[config.mk]
export PLATFORM = sky130hd
export DESIGN_NAME = program_sequencer
export DESIGN_NICKNAME = d
export VERILOG_FILES = /design/src/rtl/tinyml_pkg.sv /design/src/rtl/sync_fifo.sv /design/src/rtl/program_sequencer.sv
export SDC_FILE = /design/constraint.sdc
export NUM_CORES = 1
export LEC_CHECK = 0
export BUFFER_PORTS_ARGS = -buffer_cell sky130_fd_sc_hd__buf_2
export CORE_MARGIN = 10
export CORE_UTILIZATION = 60
export CTS_CLUSTER_SIZE = 10
export DETAILED_ROUTE_END_ITERATION = 7
export PLACE_DENSITY = 0.85
export SLEW_MARGIN = 25
export SYNTH_ARGS = -nofsm -noshare
export SYNTH_HDL_FRONTEND = slang
export SYNTH_SLANG_ARGS = --single-unit
[constraint.sdc]
create_clock -name clk -period 7.6 [get_ports clk]
set_clock_uncertainty 0.2 [all_clocks]
set_input_delay 0.76 -clock clk [delete_from_list [all_inputs] [get_ports clk]]
set_output_delay 0.76 -clock clk [all_outputs]
set_load 0.05 [all_outputs]
[src/rtl/tinyml_pkg.sv]
// Shared types for the tinyML accelerator control path: opcode set,
// sequencer state encoding and the legal-opcode check.
package tinyml_pkg;

    typedef enum logic [4:0] {
        LOAD_V = 5'd1,
        LOAD_M = 5'd2,
        STORE  = 5'd3,
        GEMV   = 5'd4,
        RELU   = 5'd5
    } opcode_t;

    typedef enum logic [1:0] {
        S_IDLE,
        S_RUN,
        S_PAUSE,
        S_TRAP
    } seq_state_t;

    // True when the 5-bit opcode field names an instruction the execution unit implements.
    function automatic logic is_legal_opcode(input logic [4:0] op);
        case (op)
            LOAD_V, LOAD_M, STORE, GEMV, RELU: return 1'b1;
            default:                           return 1'b0;
        endcase
    endfunction

endpackage

[src/rtl/sync_fifo.sv]
// Show-ahead synchronous FIFO used as the instruction prefetch queue.
// A pop and a push in the same cycle are both honoured, even when full.
module sync_fifo #(
    parameter int unsigned WIDTH = 8,
    parameter int unsigned DEPTH = 4
) (
    input  logic             clk,
    input  logic             rst,
    input  logic             flush_i,
    input  logic             push_i,
    input  logic [WIDTH-1:0] wdata_i,
    input  logic             pop_i,
    output logic [WIDTH-1:0] rdata_o,
    output logic             empty_o,
    output logic             full_o
);
    localparam int unsigned PTR_W = $clog2(DEPTH);

    logic [WIDTH-1:0] mem_q [DEPTH];
    logic [PTR_W-1:0] wr_ptr_q, rd_ptr_q;
    logic [PTR_W:0]   count_q;
    logic             do_push, do_pop;

    assign empty_o = (count_q == '0);
    assign full_o  = (count_q == (PTR_W+1)'(DEPTH));
    assign do_pop  = pop_i && !empty_o;
    assign do_push = push_i && (!full_o || do_pop);
    assign rdata_o = mem_q[rd_ptr_q];

    // Storage array; contents need no reset since count gates visibility.
    always_ff @(posedge clk) begin
        if (do_push) mem_q[wr_ptr_q] <= wdata_i;
    end

    // Pointer and occupancy bookkeeping; flush empties the queue in one cycle.
    always_ff @(posedge clk) begin
        if (rst || flush_i) begin
            wr_ptr_q <= '0;
            rd_ptr_q <= '0;
            count_q  <= '0;
        end else begin
            if (do_push) wr_ptr_q <= wr_ptr_q + PTR_W'(1);
            if (do_pop)  rd_ptr_q <= rd_ptr_q + PTR_W'(1);
            case ({do_push, do_pop})
                2'b10:   count_q <= count_q + (PTR_W+1)'(1);
                2'b01:   count_q <= count_q - (PTR_W+1)'(1);
                default: count_q <= count_q;
            endcase
        end
    end

endmodule

[src/rtl/program_sequencer.sv]
// Top-level control for the tinyML accelerator: owns the PC, prefetches
// instructions into a queue, issues them to the execution unit, traps on
// illegal opcodes, supports single-step and arbitrates the DRAM port.
module program_sequencer
    import tinyml_pkg::*;
#(
    parameter int unsigned ADDR_WIDTH  = 24,
    parameter int unsigned DATA_WIDTH  = 8,
    parameter int unsigned INSTR_WIDTH = 64,
    parameter int unsigned PQ_DEPTH    = 4,
    parameter int unsigned CNT_WIDTH   = 32
) (
    input  logic                   clk,
    input  logic                   rst,
    input  logic                   start,
    input  logic [ADDR_WIDTH-1:0]  start_pc,
    input  logic                   step_mode,
    output logic                   fetch_en,
    output logic [ADDR_WIDTH-1:0]  fetch_addr,
    input  logic                   fetch_done,
    input  logic [INSTR_WIDTH-1:0] fetch_instr,
    output logic                   exec_start,
    output logic [INSTR_WIDTH-1:0] exec_instr,
    input  logic                   exec_done,
    input  logic                   f_mem_req,
    input  logic [ADDR_WIDTH-1:0]  f_mem_addr,
    output logic                   f_mem_valid,
    input  logic                   e_mem_req,
    input  logic                   e_mem_we,
    input  logic [ADDR_WIDTH-1:0]  e_mem_addr,
    input  logic [DATA_WIDTH-1:0]  e_mem_wdata,
    output logic                   e_mem_valid,
    output logic [ADDR_WIDTH-1:0]  mem_addr,
    output logic                   mem_we,
    output logic [DATA_WIDTH-1:0]  mem_wdata,
    output logic                   done,
    output logic                   trap,
    output logic [ADDR_WIDTH-1:0]  trap_pc,
    output logic                   busy,
    output logic [CNT_WIDTH-1:0]   retired_count
);
    localparam int unsigned FIFO_W = INSTR_WIDTH + ADDR_WIDTH;
    localparam logic [ADDR_WIDTH-1:0] PC_STRIDE = ADDR_WIDTH'(INSTR_WIDTH / 8);

    seq_state_t              state_q, state_d;
    logic [ADDR_WIDTH-1:0]   pc_q, trap_pc_q;
    logic [INSTR_WIDTH-1:0]  exec_instr_q;
    logic [CNT_WIDTH-1:0]    retired_q;
    logic                    outstanding_q, halt_q, exec_busy_q, exec_start_q, done_q;
    logic                    e_valid_q, f_valid_q;

    logic                    fifo_push, fifo_pop, fifo_flush, fifo_empty, fifo_full;
    logic [FIFO_W-1:0]       fifo_wdata, fifo_rdata;
    logic [INSTR_WIDTH-1:0]  head_instr;
    logic [ADDR_WIDTH-1:0]   head_pc;
    logic                    start_run, fetch_ret, can_issue, head_legal, issue_ok, issue_bad, retire;

    assign {head_pc, head_instr} = fifo_rdata;
    assign head_legal = is_legal_opcode(head_instr[4:0]);
    assign start_run  = start && (state_q == S_IDLE || state_q == S_TRAP);
    assign fetch_ret  = fetch_done && outstanding_q;
    // Traps are taken only with the execution unit idle so the trap point is precise.
    assign can_issue  = (state_q == S_RUN) && !fifo_empty && !exec_busy_q;
    assign issue_ok   = can_issue && head_legal;
    assign issue_bad  = can_issue && !head_legal;
    assign retire     = exec_done && exec_busy_q;

    // A fetch landing after a trap is drained but never queued.
    assign fifo_push  = fetch_ret && (fetch_instr != '0) && (state_q != S_TRAP);
    assign fifo_wdata = {pc_q, fetch_instr};
    assign fifo_pop   = issue_ok;
    assign fifo_flush = start_run || issue_bad;

    sync_fifo #(
        .WIDTH (FIFO_W),
        .DEPTH (PQ_DEPTH)
    ) u_pq (
        .clk     (clk),
        .rst     (rst),
        .flush_i (fifo_flush),
        .push_i  (fifo_push),
        .wdata_i (fifo_wdata),
        .pop_i   (fifo_pop),
        .rdata_o (fifo_rdata),
        .empty_o (fifo_empty),
        .full_o  (fifo_full)
    );

    // State register.
    always_ff @(posedge clk) begin
        if (rst) state_q <= S_IDLE;
        else     state_q <= state_d;
    end

    // Next-state logic.
    always_comb begin
        state_d = state_q;
        case (state_q)
            S_IDLE, S_TRAP: if (start) state_d = S_RUN;
            S_RUN: begin
                if (issue_bad)                                  state_d = S_TRAP;
                else if (retire && step_mode)                   state_d = S_PAUSE;
                else if (halt_q && fifo_empty && !exec_busy_q)  state_d = S_IDLE;
            end
            S_PAUSE: if (start) state_d = S_RUN;
            default: state_d = S_IDLE;
        endcase
    end

    // State-derived outputs; with one fetch in flight at most, the credit check reduces to !full.
    always_comb begin
        busy     = (state_q == S_RUN) || (state_q == S_PAUSE);
        trap     = (state_q == S_TRAP);
        fetch_en = (state_q == S_RUN) && !halt_q && !outstanding_q && !fifo_full && !issue_bad;
    end

    // PC, fetch tracking, issue/retire bookkeeping and registered grants.
    always_ff @(posedge clk) begin
        if (rst) begin
            pc_q          <= '0;
            trap_pc_q     <= '0;
            exec_instr_q  <= '0;
            retired_q     <= '0;
            outstanding_q <= 1'b0;
            halt_q        <= 1'b0;
            exec_busy_q   <= 1'b0;
            exec_start_q  <= 1'b0;
            done_q        <= 1'b0;
            e_valid_q     <= 1'b0;
            f_valid_q     <= 1'b0;
        end else begin
            exec_start_q <= issue_ok;
            done_q       <= (state_q == S_RUN) && (state_d == S_IDLE);
            e_valid_q    <= e_mem_req;
            f_valid_q    <= f_mem_req && !e_mem_req;
            if (start_run) begin
                pc_q          <= start_pc;
                retired_q     <= '0;
                halt_q        <= 1'b0;
                outstanding_q <= 1'b0;
            end else begin
                if (fetch_en) outstanding_q <= 1'b1;
                if (fetch_ret) begin
                    outstanding_q <= 1'b0;
                    pc_q          <= pc_q + PC_STRIDE;
                    if (fetch_instr == '0) halt_q <= 1'b1;
                end
                if (retire) retired_q <= retired_q + CNT_WIDTH'(1);
            end
            if (issue_bad) trap_pc_q <= head_pc;
            if (issue_ok) begin
                exec_instr_q <= head_instr;
                exec_busy_q  <= 1'b1;
            end else if (retire) begin
                exec_busy_q  <= 1'b0;
            end
        end
    end

    // DRAM port mux: exec side wins whenever it requests.
    always_comb begin
        mem_addr  = '0;
        mem_we    = 1'b0;
        mem_wdata = '0;
        if (e_mem_req) begin
            mem_addr  = e_mem_addr;
            mem_we    = e_mem_we;
            mem_wdata = e_mem_wdata;
        end else if (f_mem_req) begin
            mem_addr  = f_mem_addr;
        end
    end

    assign fetch_addr    = pc_q;
    assign exec_start    = exec_start_q;
    assign exec_instr    = exec_instr_q;
    assign done          = done_q;
    assign trap_pc       = trap_pc_q;
    assign retired_count = retired_q;
    assign e_mem_valid   = e_valid_q;
    assign f_mem_valid   = f_valid_q;

endmodule

* Word level (Yosys, flattened, before mapping) *
Memories as Yosys holds them, arrays and structs flattened. A register that Yosys moved wholly into a read port is not among the register bits.
Index checks and enable logic that the tools add are counted.

operators by class
  $add $sub $neg = 6
  $mul = 0
  div/mod/pow operators = 0
  magnitude comparators = 0
  equal/unequal tests = 12
  shift operators = 0
  mux-type cells = 19
  bitwise operators = 0
  reductions and logical operators = 46

operators by type and width
  cell                     count
  $mux W24                 4
  $logic_not A64 Y1        1
  $reduce_bool A64 Y1      1
  $add A32 B1 Y32 const B  1
  $add A24 B4 Y24 const B  1
  $logic_and A1 B1 Y1      20
  $mux W2                  6
  $eq A5 B2 Y1 const B     2
  $eq A5 B3 Y1 const B     2
  $logic_not A1 Y1         8
  $mux W8                  1
  $eq A2 B2 Y1 const B     3
  $mux W1                  6
  $pmux W3 S2              1
  $reduce_bool A2 Y1       3
  $reduce_or A3 Y1         2
  $eq A5 B1 Y1 const B     1
  $logic_or A1 B1 Y1       5
  $reduce_or A5 Y1         1
  $add A2 B1 Y2 const B    2
  $eq A2 B1 Y1 const B     2
  $logic_not A2 Y1         2
  $pmux W2 S2              1
  $add A3 B1 Y3 const B    1
  6 further kinds          6

storage, ports and cells
  bits in registers = 160
  latch bits = 0
  bits in writable memories = 352
  bits in read-only memories = 0
  input bits = 153
  output and inout port bits = 184
  word-level logic and storage cells = 99
  memories kept = 1

memories
  memory      depth  bits a word  read ports  clocked after memory_dff  wr ports  line             text
  u_pq.mem_q  4      88           1           1                         1         sync_fifo.sv:19  logic [WIDTH-1:0] mem_q [DEPTH];

* Logic depth before layout (Yosys ltp) *
  depth after elaboration = 10
  mapped depth = 10
  mapped depth without buffers = 10

* Hierarchy *
Synthesis repeated with hierarchy kept, for this count alone.

unflattened totals
  cells, all modules = 1354
  area total of the unflattened synthesis = 19931.6 sq um

by module, submodules not included
  module             instances  cells each  area an instance (sq um)  sequential area each (sq um)
  sync_fifo          1          530         13240.2                   10750.3
  program_sequencer  1          824         6691.4                    3062.9

* Worst setup path before layout *
No wires, ideal clock.

  kind = reg-to-reg
  start = register with a tool-made name
  end = memory u_pq.mem_q[0][0] in the netlist's numbering (enable)
  library setup time = 456 ps
  data arrival time = 3787 ps
  data required time = 6944 ps
  slack = 3157 ps
  stages on the path, launching flop included = 7
  buffers on the path = 1
  period minus slack after synthesis = 4443 ps
  cells stage by stage = dfxtp_1 > buf_2 > mux4_2 > nand2_1 > nand4_1 > a211oi_2 > and2_1

RTL lines
  element        line
  end, declared  sync_fifo.sv:19

==> impl_metrics.toml <==
[outcome]
outcome = "completed"

[clock_tree]
clock_sinks = 514
post_cts_buffers = 0
cts.path.max_buffers = 3
cts_tree = "done"
path_clk_slew_ns = 0.06
post_cts_resized = 0
cts_buffers = 57
cts-root-buf = "clkbuf_16"
clock_latency_ns = 0.58
cts.htree.levels = 2
hold_buffers = 0

[timing]
finalCritPeriodShare = 0.688
final_max_slew_viol_count = 0
tns_ns = 0
setup_violations = 0
fmax_ghz = 0.191
hold_viol_final = 0
slew-limit-headroom = 0.388
finalCriticalPeriod_ns = 5.23
setup_slack_ns = 2.37
worst_pin_slew_ns = 0.919
rsz0062_at_grt = "no"

[floorplan]
die_area_mm2 = 0.0402
start_util = 0.604
core_region_area_mm2 = 0.0324
die-height_um = 201
io_pins = 337
rows = 66
die_w_um = 201

[min_path]
min_from = "fetch_instr[10]"
hold_depth = 1
whs_endpoint = "u_pq.mem_q[0][10]$_DFFE_PP_"
worstHoldPathType = "primary input to register"

[global_routing]
grt_max_degree = 72
antenna_found_initial = 13
track_usage = 0.230
grt.overflow.total = 0
grt_pass1_wl_um = 73700
grt_pass1_vias = 12753

[pwr]
clkPwrFrac = 0.424
p_seq_frac = 0.525
power_density_mw_per_mm2 = 249
ir_worst_vdd_mv = 0.325
combPwrFrac = 0.051
leakage_nw = 8.25
switchingPower_mw = 1.27
intPower_mw = 4.55
swShare = 0.218

[yosys]
syn-cell-area_mm2 = 0.0196
syn-num-nets = 1472
syn_inst = 1309
synth.avg_cell_area_um2 = 14.9
postSynthRegisterBits = 514
ys_async_sr_fraction = 0
synth_warnings = 0
ys_seq_area_frac = 0.706
synth_cell_types = 50
synth_edf_count = 352
synthFlopType = "edfxtp_1"

[drt]
vias_per_cell = 5.82
wl_per_cell_um = 22.2
firstDrtPassIters = 6
drc = 0
ant_nets = 0
drtIter0Drc = 924
via_count = 12492
wl_um = 47600

[placement]
preCtsSetupSlack_ns = 2.36
place_hpwl_um = 30800
gp_routability_congestion = 0.836
port-buffer-count = 336
place_inst = 2031

[setup_path]
cp_top_family = "buffers and inverters"
cp_data_required_time_ns = 7.89
worst_path_most_repeated_cell = "buf_4"
crit_slowest_cell = "dfxtp_4"
worstPathCellList = "buf_4 > mux4_2 > nor3_4 > nor4_4 > buf_4 > o21ai_1 > fa_1 > or4b_2 > or3_1 > a21o_1 > a21oi_1"
slowest_delay_ns = 0.85
r2r_slack_ns = 2.37
cp.depth = 11
arrival_ns = 5.52
worst_setup_path_end_kind = "register"
cp-start-kind = "register"
critPathMaxFanout = 71
critPathBufInv = 2
r2r-end = "u_pq.count_q[2]$_SDFFE_PP0P_"
path_class = "register to register"
rr_worst_depth = 11

[cells_and_area]
final_cell_mix = "edfxtp_1 (352), buf_2 (335), nand2_1 (204), dfxtp_1 (160), a21oi_1 (106)"
drive_gt1_frac = 0.307
nets = 1813
fin_cells = 2148
syn2layout_area_growth_pct = 19.5
final_util = 0.722
final_common_cell = "edfxtp_1"

[job]
cap_viol_max_count = 0
## layer usage
metal / part of all wire / vias to the layer above / global-route usage
met4: 0.022 / 6 / 0.0730
met2: 0.50 / 551 / 0.381
met1: 0.39 / 6207 / 0.290
met3: 0.082 / 97 / 0.0610
li1: - / 5631 / -
met5: 0.00071 / - / 0
## Yosys cell counts, types with 2 or more instances
cell | n | area share
and3_1 | 7 | 0.0022
xnor2_1 | 15 | 0.0067
clkbuf_1 | 51 | 0.0098
a21oi_1 | 106 | 0.027
edfxtp_1 | 352 | 0.54
nand4_1 | 20 | 0.0064
mux4_2 | 88 | 0.10
a211oi_1 | 20 | 0.0077
and2_1 | 18 | 0.0058
or2_2 | 4 | 0.0013
o21ai_1 | 2 | 0.00051
mux2i_1 | 3 | 0.0015
nor2_1 | 66 | 0.013
nand3_1 | 15 | 0.0038
dfxtp_1 | 162 | 0.17
a22o_1 | 24 | 0.011
buf_2 | 18 | 0.0046
ha_1 | 9 | 0.0058
nor3_1 | 7 | 0.0018
nor2b_1 | 4 | 0.0013
inv_1 | 11 | 0.0021
nor3b_1 | 4 | 0.0015
or3_1 | 13 | 0.0042
a21o_1 | 2 | 0.00077
nand2b_1 | 3 | 0.00096
xor2_1 | 28 | 0.013
nor4_1 | 17 | 0.0054
o21ai_0 | 11 | 0.0028
and4_1 | 5 | 0.0022
nand2_1 | 204 | 0.039
## how the worst max path moves through the flow
stage                                   endpoint  slack [ns]
global route        u_pq.count_q[2]$_SDFFE_PP0P_        2.08
detailed placement  u_pq.count_q[2]$_SDFFE_PP0P_        2.36
CTS                 u_pq.count_q[2]$_SDFFE_PP0P_        2.32
floorplan             u_pq.mem_q[0][0]$_DFFE_PP_        3.16
finish              u_pq.count_q[2]$_SDFFE_PP0P_        2.37
global placement    u_pq.count_q[2]$_SDFFE_PP0P_        2.45
## metrics by stage
step / hold slack, ns / total power, mW / area [um^2]
floorplan: 0.259 / 3.29 / 19600
global placement: 0.241 / 3.40 / 21600
detailed placement: 0.243 / 3.41 / 21600
CTS: 0.194 / 5.85 / 23300
global route: 0.195 / 6.00 / 23400
finish: 0.212 / 5.82 / 23400
## flip-flops by register name (all words and copies together) (netlist names), named ones only
register	count
u_pq.mem_q	352
exec_instr	64
retired_count	32
fetch_addr	24
trap_pc	24
u_pq.count_q	3
state_q	2
u_pq.rd_ptr_q	2
u_pq.wr_ptr_q	2
done	1
e_mem_valid	1
exec_busy_q	1
exec_start	1
f_mem_valid	1
halt_q	1
outstanding_q	1
## cell families after synthesis
kind of cell	count (synthesis)	synth area share
DFF	514	0.706
AOI/OAI and AO/OA	174	0.0542
and+or+nand+nor	396	0.0940
buffers and inverters	81	0.0167
muxes	91	0.103
xor gates and xnor gates	43	0.0193
adders and majority gates	10	0.00678
## cell type report
| type | instances | area [um^2] |
|---|---|---|
| antenna | 8 | 20.0 |
| clock buffer | 105 | 1640 |
| clock inverter | 2 | 38.8 |
| fill | 2110 | 9000 |
| inverter | 11 | 41.3 |
| multi-input combinational | 714 | 5440 |
| sequential | 514 | 13800 |
| tap | 442 | 553 |
| timing repair buffer | 352 | 1820 |
## power by group through the flow
stage                     clock network [mW]  logic, mW  registers, mW
after floorplan                            0      0.135           3.15
after global placement                     0      0.287           3.11
after detailed placement                   0      0.295           3.11
after CTS                               2.50      0.297           3.06
after global routing                    2.62      0.315           3.06
final                                   2.47      0.297           3.06
Power figures use the tool's default switching activity.
